--- src/rtl/queue_tracker.sv ---
// queue_tracker
//   Tracks how many people are waiting in a queue from the one-cycle count
//   pulses of the queue-sensor FSMs. It also keeps an estimated wait time,
//   wtime = WPP*(pcount+tcount-1)/tcount, which a multi-cycle restoring
//   divider produces.
//
// Ports
//   clk          in   1    rising-edge clock
//   reset        in   1    asynchronous, active-high
//   back_pulse   in   1    person entered at the back (one-cycle pulse)
//   front_pulse  in   1    person left at the front (one-cycle pulse)
//   tcount       in   TW   tellers on duty, sampled every cycle
//   pcount       out  PW   people currently in the queue
//   full         out  1    pcount == 2**PW-1
//   empty        out  1    pcount == 0
//   wtime        out  WTW  last completed wait-time estimate (saturating)
//   wtime_valid  out  1    wtime reflects the current pcount/tcount
//
// Optional build macro QT_ERR_FLAG_EN adds:
//   err_clr      in   1    clears err (a simultaneous set wins)
//   err          out  1    sticky flag for an ignored back-when-full or
//                          front-when-empty pulse
// Without the macro, ignored pulses are dropped silently.

module queue_tracker #(
  parameter int unsigned PW  = 3,
  parameter int unsigned TW  = 2,
  parameter int unsigned WPP = 3,
  parameter int unsigned WTW = 5
) (
  input  logic           clk,
  input  logic           reset,
  input  logic           back_pulse,
  input  logic           front_pulse,
  input  logic [TW-1:0]  tcount,
`ifdef QT_ERR_FLAG_EN
  input  logic           err_clr,
  output logic           err,
`endif
  output logic [PW-1:0]  pcount,
  output logic           full,
  output logic           empty,
  output logic [WTW-1:0] wtime,
  output logic           wtime_valid
);

  localparam int unsigned NUMW = WTW + TW;
  localparam int unsigned CW   = $clog2(NUMW + 1);
  localparam logic [PW-1:0] MAXP = '1;
  localparam logic [CW-1:0] LAST_ITER = CW'(NUMW - 1);

  localparam logic [1:0] S_IDLE = 2'd0;
  localparam logic [1:0] S_LOAD = 2'd1;
  localparam logic [1:0] S_DIV  = 2'd2;
  localparam logic [1:0] S_DONE = 2'd3;

  // ---------------------------------------------------------------------------
  // Occupancy
  // ---------------------------------------------------------------------------
  logic inc;
  logic dec;
  logic pcount_upd;

  assign full  = (pcount == MAXP);
  assign empty = (pcount == '0);

  // A simultaneous back+front leaves pcount unchanged, so neither
  // saturation check applies to that case.
  assign inc        = back_pulse && !front_pulse && !full;
  assign dec        = front_pulse && !back_pulse && !empty;
  assign pcount_upd = inc || dec;

  always_ff @(posedge clk or posedge reset) begin
    if (reset) begin
      pcount <= '0;
    end else if (inc) begin
      pcount <= pcount + PW'(1);
    end else if (dec) begin
      pcount <= pcount - PW'(1);
    end
  end

`ifdef QT_ERR_FLAG_EN
  logic ignored;

  assign ignored = (back_pulse && !front_pulse && full) ||
                   (front_pulse && !back_pulse && empty);

  always_ff @(posedge clk or posedge reset) begin
    if (reset) begin
      err <= 1'b0;
    end else if (ignored) begin
      err <= 1'b1;
    end else if (err_clr) begin
      err <= 1'b0;
    end
  end
`endif

  // ---------------------------------------------------------------------------
  // Change detection
  // ---------------------------------------------------------------------------
  logic [TW-1:0] tcount_q;
  logic          change;

  assign change = pcount_upd || (tcount != tcount_q);

  // ---------------------------------------------------------------------------
  // Divider datapath
  // ---------------------------------------------------------------------------
  logic [1:0]      state;
  logic [NUMW-1:0] num;       // dividend, shifted out MSB first
  logic [TW-1:0]   den;
  logic [TW-1:0]   rem;
  logic [NUMW-1:0] quo;
  logic [CW-1:0]   iter;
  logic            zero_res;

  logic            load_zero;
  logic [NUMW-1:0] load_num;
  logic [TW:0]     rem_sh;
  logic            q_bit;
  logic [TW-1:0]   rem_next;
  logic [WTW-1:0]  quo_sat;

  // When either operand is zero, the sum is not formed, so pcount+tcount-1
  // cannot underflow. The result is forced to zero at DONE instead.
  assign load_zero = (pcount == '0) || (tcount == '0);

  always_comb begin
    load_num = '0;
    if (!load_zero) begin
      load_num = NUMW'(WPP) * (NUMW'(pcount) + NUMW'(tcount) - NUMW'(1));
    end
  end

  // The partial remainder before the shift is below den, so the shifted
  // value fits in TW+1 bits. After a successful subtract it is again
  // below den, so the low TW bits of the difference are exact.
  assign rem_sh   = {rem, num[NUMW-1]};
  assign q_bit    = (rem_sh >= {1'b0, den});
  assign rem_next = q_bit ? (rem_sh[TW-1:0] - den) : rem_sh[TW-1:0];

  assign quo_sat = (|quo[NUMW-1:WTW]) ? '1 : quo[WTW-1:0];

  // ---------------------------------------------------------------------------
  // Divider control
  // ---------------------------------------------------------------------------
  // A change event in any state goes back to LOAD, which abandons a run in
  // progress. Because wtime is written only from DONE, an interrupted run
  // never reaches the output.
  always_ff @(posedge clk or posedge reset) begin
    if (reset) begin
      state       <= S_IDLE;
      tcount_q    <= '0;
      num         <= '0;
      den         <= '0;
      rem         <= '0;
      quo         <= '0;
      iter        <= '0;
      zero_res    <= 1'b0;
      wtime       <= '0;
      wtime_valid <= 1'b1;
    end else begin
      tcount_q <= tcount;
      if (change) begin
        state       <= S_LOAD;
        wtime_valid <= 1'b0;
      end else begin
        case (state)
          S_IDLE: begin
            state <= S_IDLE;
          end
          S_LOAD: begin
            num      <= load_num;
            den      <= tcount;
            zero_res <= load_zero;
            rem      <= '0;
            quo      <= '0;
            iter     <= '0;
            state    <= S_DIV;
          end
          S_DIV: begin
            num  <= {num[NUMW-2:0], 1'b0};
            rem  <= rem_next;
            quo  <= {quo[NUMW-2:0], q_bit};
            iter <= iter + CW'(1);
            if (iter == LAST_ITER) begin
              state <= S_DONE;
            end
          end
          default: begin
            wtime       <= zero_res ? '0 : quo_sat;
            wtime_valid <= 1'b1;
            state       <= S_IDLE;
          end
        endcase
      end
    end
  end

endmodule
--- config.mk ---
export PLATFORM = sky130hd
export DESIGN_NAME = queue_tracker
export DESIGN_NICKNAME = d
export VERILOG_FILES = /design/src/rtl/queue_tracker.sv
export SDC_FILE = /design/constraint.sdc
export NUM_CORES = 1
export LEC_CHECK = 0
export ABC_CLOCK_PERIOD_IN_PS = 7100
export BUFFER_PORTS_ARGS = -buffer_cell sky130_fd_sc_hd__buf_2
export CAP_MARGIN = 40
export CORE_MARGIN = 3
export CORE_UTILIZATION = 55
export DETAILED_ROUTE_END_ITERATION = 10
export PLACE_DENSITY_LB_ADDON = 0.12
export SYNTH_ARGS = -nofsm -noshare
export SYNTH_HDL_FRONTEND = slang
export SYNTH_SLANG_ARGS = --single-unit
--- constraint.sdc ---
create_clock -name clk -period 7.1 [get_ports clk]
set_clock_uncertainty 0.05 [all_clocks]
set_input_delay 2.13 -clock clk [delete_from_list [all_inputs] [get_ports clk]]
set_output_delay 2.13 -clock clk [all_outputs]
set_load 0.02 [all_outputs]
==> flow_summary.yaml <==
run_status:
  status: "completed"
clocking:
  htree_levels: 2
  root_buffer: "clkbuf_8"
  cts_setup_buffers: 0
  cts_sinks: 35
  ctsLongestPathBuffers: 2
  cts_tree: "built"
  clk_pin_slew_ns: 0.08
  clkLatencyLatePin_ns: 0.29
  hold_buffers: 0
  cts_resized: 0
  cts_buffers: 5
sta:
  worst_slack_ns: 2.66
  setup_viol: 0
  holdWs_ns: 0.461
  fin_setup_tns_ns: 0
  fmaxAchievable_mhz: 225
  finalCritPeriodShare_pct: 62.5
  worstMarginPinSlew_ns: 0.699
  final-hold-violation-count: 0
  slew_headroom_pct: 53.4
  drv_slew: 0
  rsz0062_at_grt: "no"
  finalCriticalPeriod_ns: 4.44
worst_hold_path:
  hold_start: "wtime[4]"
  holdPathEnd: "wtime[4]"
  hold_depth: 1
  hold_path.class: "reg2reg"
synthesis:
  synthAdderAreaFrac_pct: 13.4
  synth-compound-area-share_pct: 11.7
  synth-main-ff-cell: "dfrtp_1"
  synthXorXnorAreaFrac_pct: 2.51
  netlist_area_mm2: 0.00209
  ys_ff_latch: 35
  synth.net_count: 221
  synth_warnings: 0
  synthSimpleGateAreaFrac_pct: 9.63
  async_flop_share_pct: 100
  synth_cells: 195
  synthMuxAreaShare_pct: 15.0
  synth_enable_flop_cells: 0
  synth.avg_cell_area_um2: 10.7
  synth_cell_type_count: 38
  ys_seq_area_share_pct: 41.9
  synth_top_family_by_area: "multiplexers"
final_layout:
  final_util_pct: 66.6
  antenna_cells_inserted: 0
  fill_cells: 287
  fin_nets: 241
  final_cell_count_no_fill: 262
  stdcell_area_mm2: 0.00233
  areaGrowthSynthToFinish_pct: 11.3
  drive_gt1_share_pct: 20.4
routing:
  dr_wl_met2_um: 1960
  wl_met1_um: 1900
  final_antenna_net_count: 0
  drc_errors: 0
  wirelength_um: 4060
  route.top_layer_used: "met4"
  num_vias: 1442
  wl_met3_um: 135
  wl_per_cell_um: 15.5
  drtIter0Drc: 118
  first_pass_iters: 4
  via_per_inst: 5.50
floorplanning:
  start_util_pct: 59.9
  die_x_um: 67.7
  coreArea_mm2: 0.00349
  die_h_um: 67.7
  dieArea_mm2: 0.00458
  row_count: 21
  io_pins: 17
power:
  p_leak_nw: 1.17
  power.density_mw_per_mm2: 403
  ir_drop_mv: 0.220
  power_mw: 0.939
place:
  dp.final_hpwl_um: 3010
  place_ws_ns: 2.35
  placed_cells: 254
  place_congestion: 0.765
  placed_area_mm2: 0.00224
  numPortBuffers: 16
global_route:
  track_usage_pct: 21.3
  grt-ovfl-total: 0
  grt_pass1_vias: 1563
  antenna_found_initial: 0
  grt_pass1_wl_um: 7220
  grt_max_degree: 36
setup_path:
  startpoint_type: "primary input"
  crit_path_end_kind: "register"
  required_ns: 7.23
  critPathMaxFanout: 4
  worst_r2r_startpoint: "pcount[1]"
  critPathKind: "in2reg"
  cp.arrival_ns: 4.57
  r2r_end: "num[5]"
  rrSetupSlack_ns: 4.00
  timing.reg2reg.worst_path_depth: 11
job:
  cap_viol_max_count: 0
critical path, stage by stage:
cell and delay, ns:
buf_2 0.12, inv_1 0.06, ha_1 0.27, inv_1 0.04
ha_1 0.23, fa_1 0.49, inv_1 0.08, fa_1 0.47
a21o_1 0.20, a21oi_1 0.13, o21ai_0 0.08, mux2_4 0.27
how the worst max path moves through the flow:
stage                    from  slack (ns)  cells past startpoint      to
global route        tcount[1]        2.57                     12  num[5]
finish              tcount[1]        2.66                     12  num[5]
CTS                 tcount[1]        2.67                     12  num[5]
detailed placement  tcount[1]        2.35                     12  num[5]
floorplan           tcount[1]        2.62                     11  num[5]
global placement    tcount[1]        2.42                     12  num[5]
per-layer routing:
metal,up-vias,GRT usage (%)
met1,705,26.7
met2,25,35.1
met3,6,5.49
li1,706,-
met4,0,7.85
met5,-,0
layout make-up:
| class | instances | area (µm²) | share of cell area (%) |
|---|---|---|---|
| multi-input cells | 130 | 1090 | 46.9 |
| repair buffers | 18 | 115 | 4.94 |
| flip-flops and latches | 35 | 877 | 37.7 |
| clock buffers | 5 | 68.8 | 2.96 |
| inverters | 25 | 93.8 | 4.03 |
| well taps | 46 | 57.6 | 2.47 |
| clock inverters | 3 | 23.8 | 1.02 |
cell usage after synthesis, types with 2 or more instances:
cell	instances	area (µm²)
mux2_2	7	78.8
nand2_1	18	67.6
fa_1	4	80.1
nor2_1	9	33.8
nand2b_1	3	18.8
a22o_1	2	17.5
xnor2_1	6	52.6
mux2i_1	13	130
clkbuf_1	2	7.51
dfrtp_1	34	851
o21ai_0	7	35.0
a21o_1	2	15.0
inv_1	25	93.8
nand3_1	3	15.0
nor3_1	3	15.0
a21oi_1	3	15.0
ha_1	16	200
a31oi_1	7	43.8
mux2_4	7	105
a21boi_0	2	15.0
o31ai_1	4	30.0
buf_2	2	10.0
placed cells by master, fill, tap and decap left out, types with 2 or more instances in the layout:
master	synthesis	routed
a21o_1	2	2
nand3_1	3	3
nor2_1	9	9
ha_1	16	16
buf_2	2	16
clkbuf_8	0	5
mux2_2	7	7
mux2_4	7	7
clkinvlp_4	0	2
a21oi_1	3	3
nor3_1	3	3
o21ai_0	7	7
o31ai_1	4	4
nand2b_1	3	3
fa_1	4	4
a22o_1	2	2
inv_1	25	25
xnor2_1	6	6
nand2_1	18	18
a31oi_1	7	7
dfrtp_1	34	34
mux2i_1	13	13
a21boi_0	2	2
state kept, by name, indices dropped and copies added, names as in the netlist:
register and cells:
wtime 5, tcount_q 2, den 2, wtime_valid 1, num 7, rem 2, quo 7, pcount 3
state 2, zero_res 1, iter 3
where the power goes:
part / total (mW) / switching (mW) / internal [mW]
registers: 0.307 / 0.0553 / 0.252
clock network: 0.151 / 0.0811 / 0.0701
logic: 0.480 / 0.250 / 0.230
cell families after synthesis:
kind of cell             after synthesis
buffers and inverters                 30
AO/OA/AOI/OAI                         35
flip-flops                            35
adder cells (fa/ha/maj)               20
multiplexers                          27
XOR/XNOR                               6
AND/OR/NAND/NOR                       42
(Power assumes the default switching activity.)
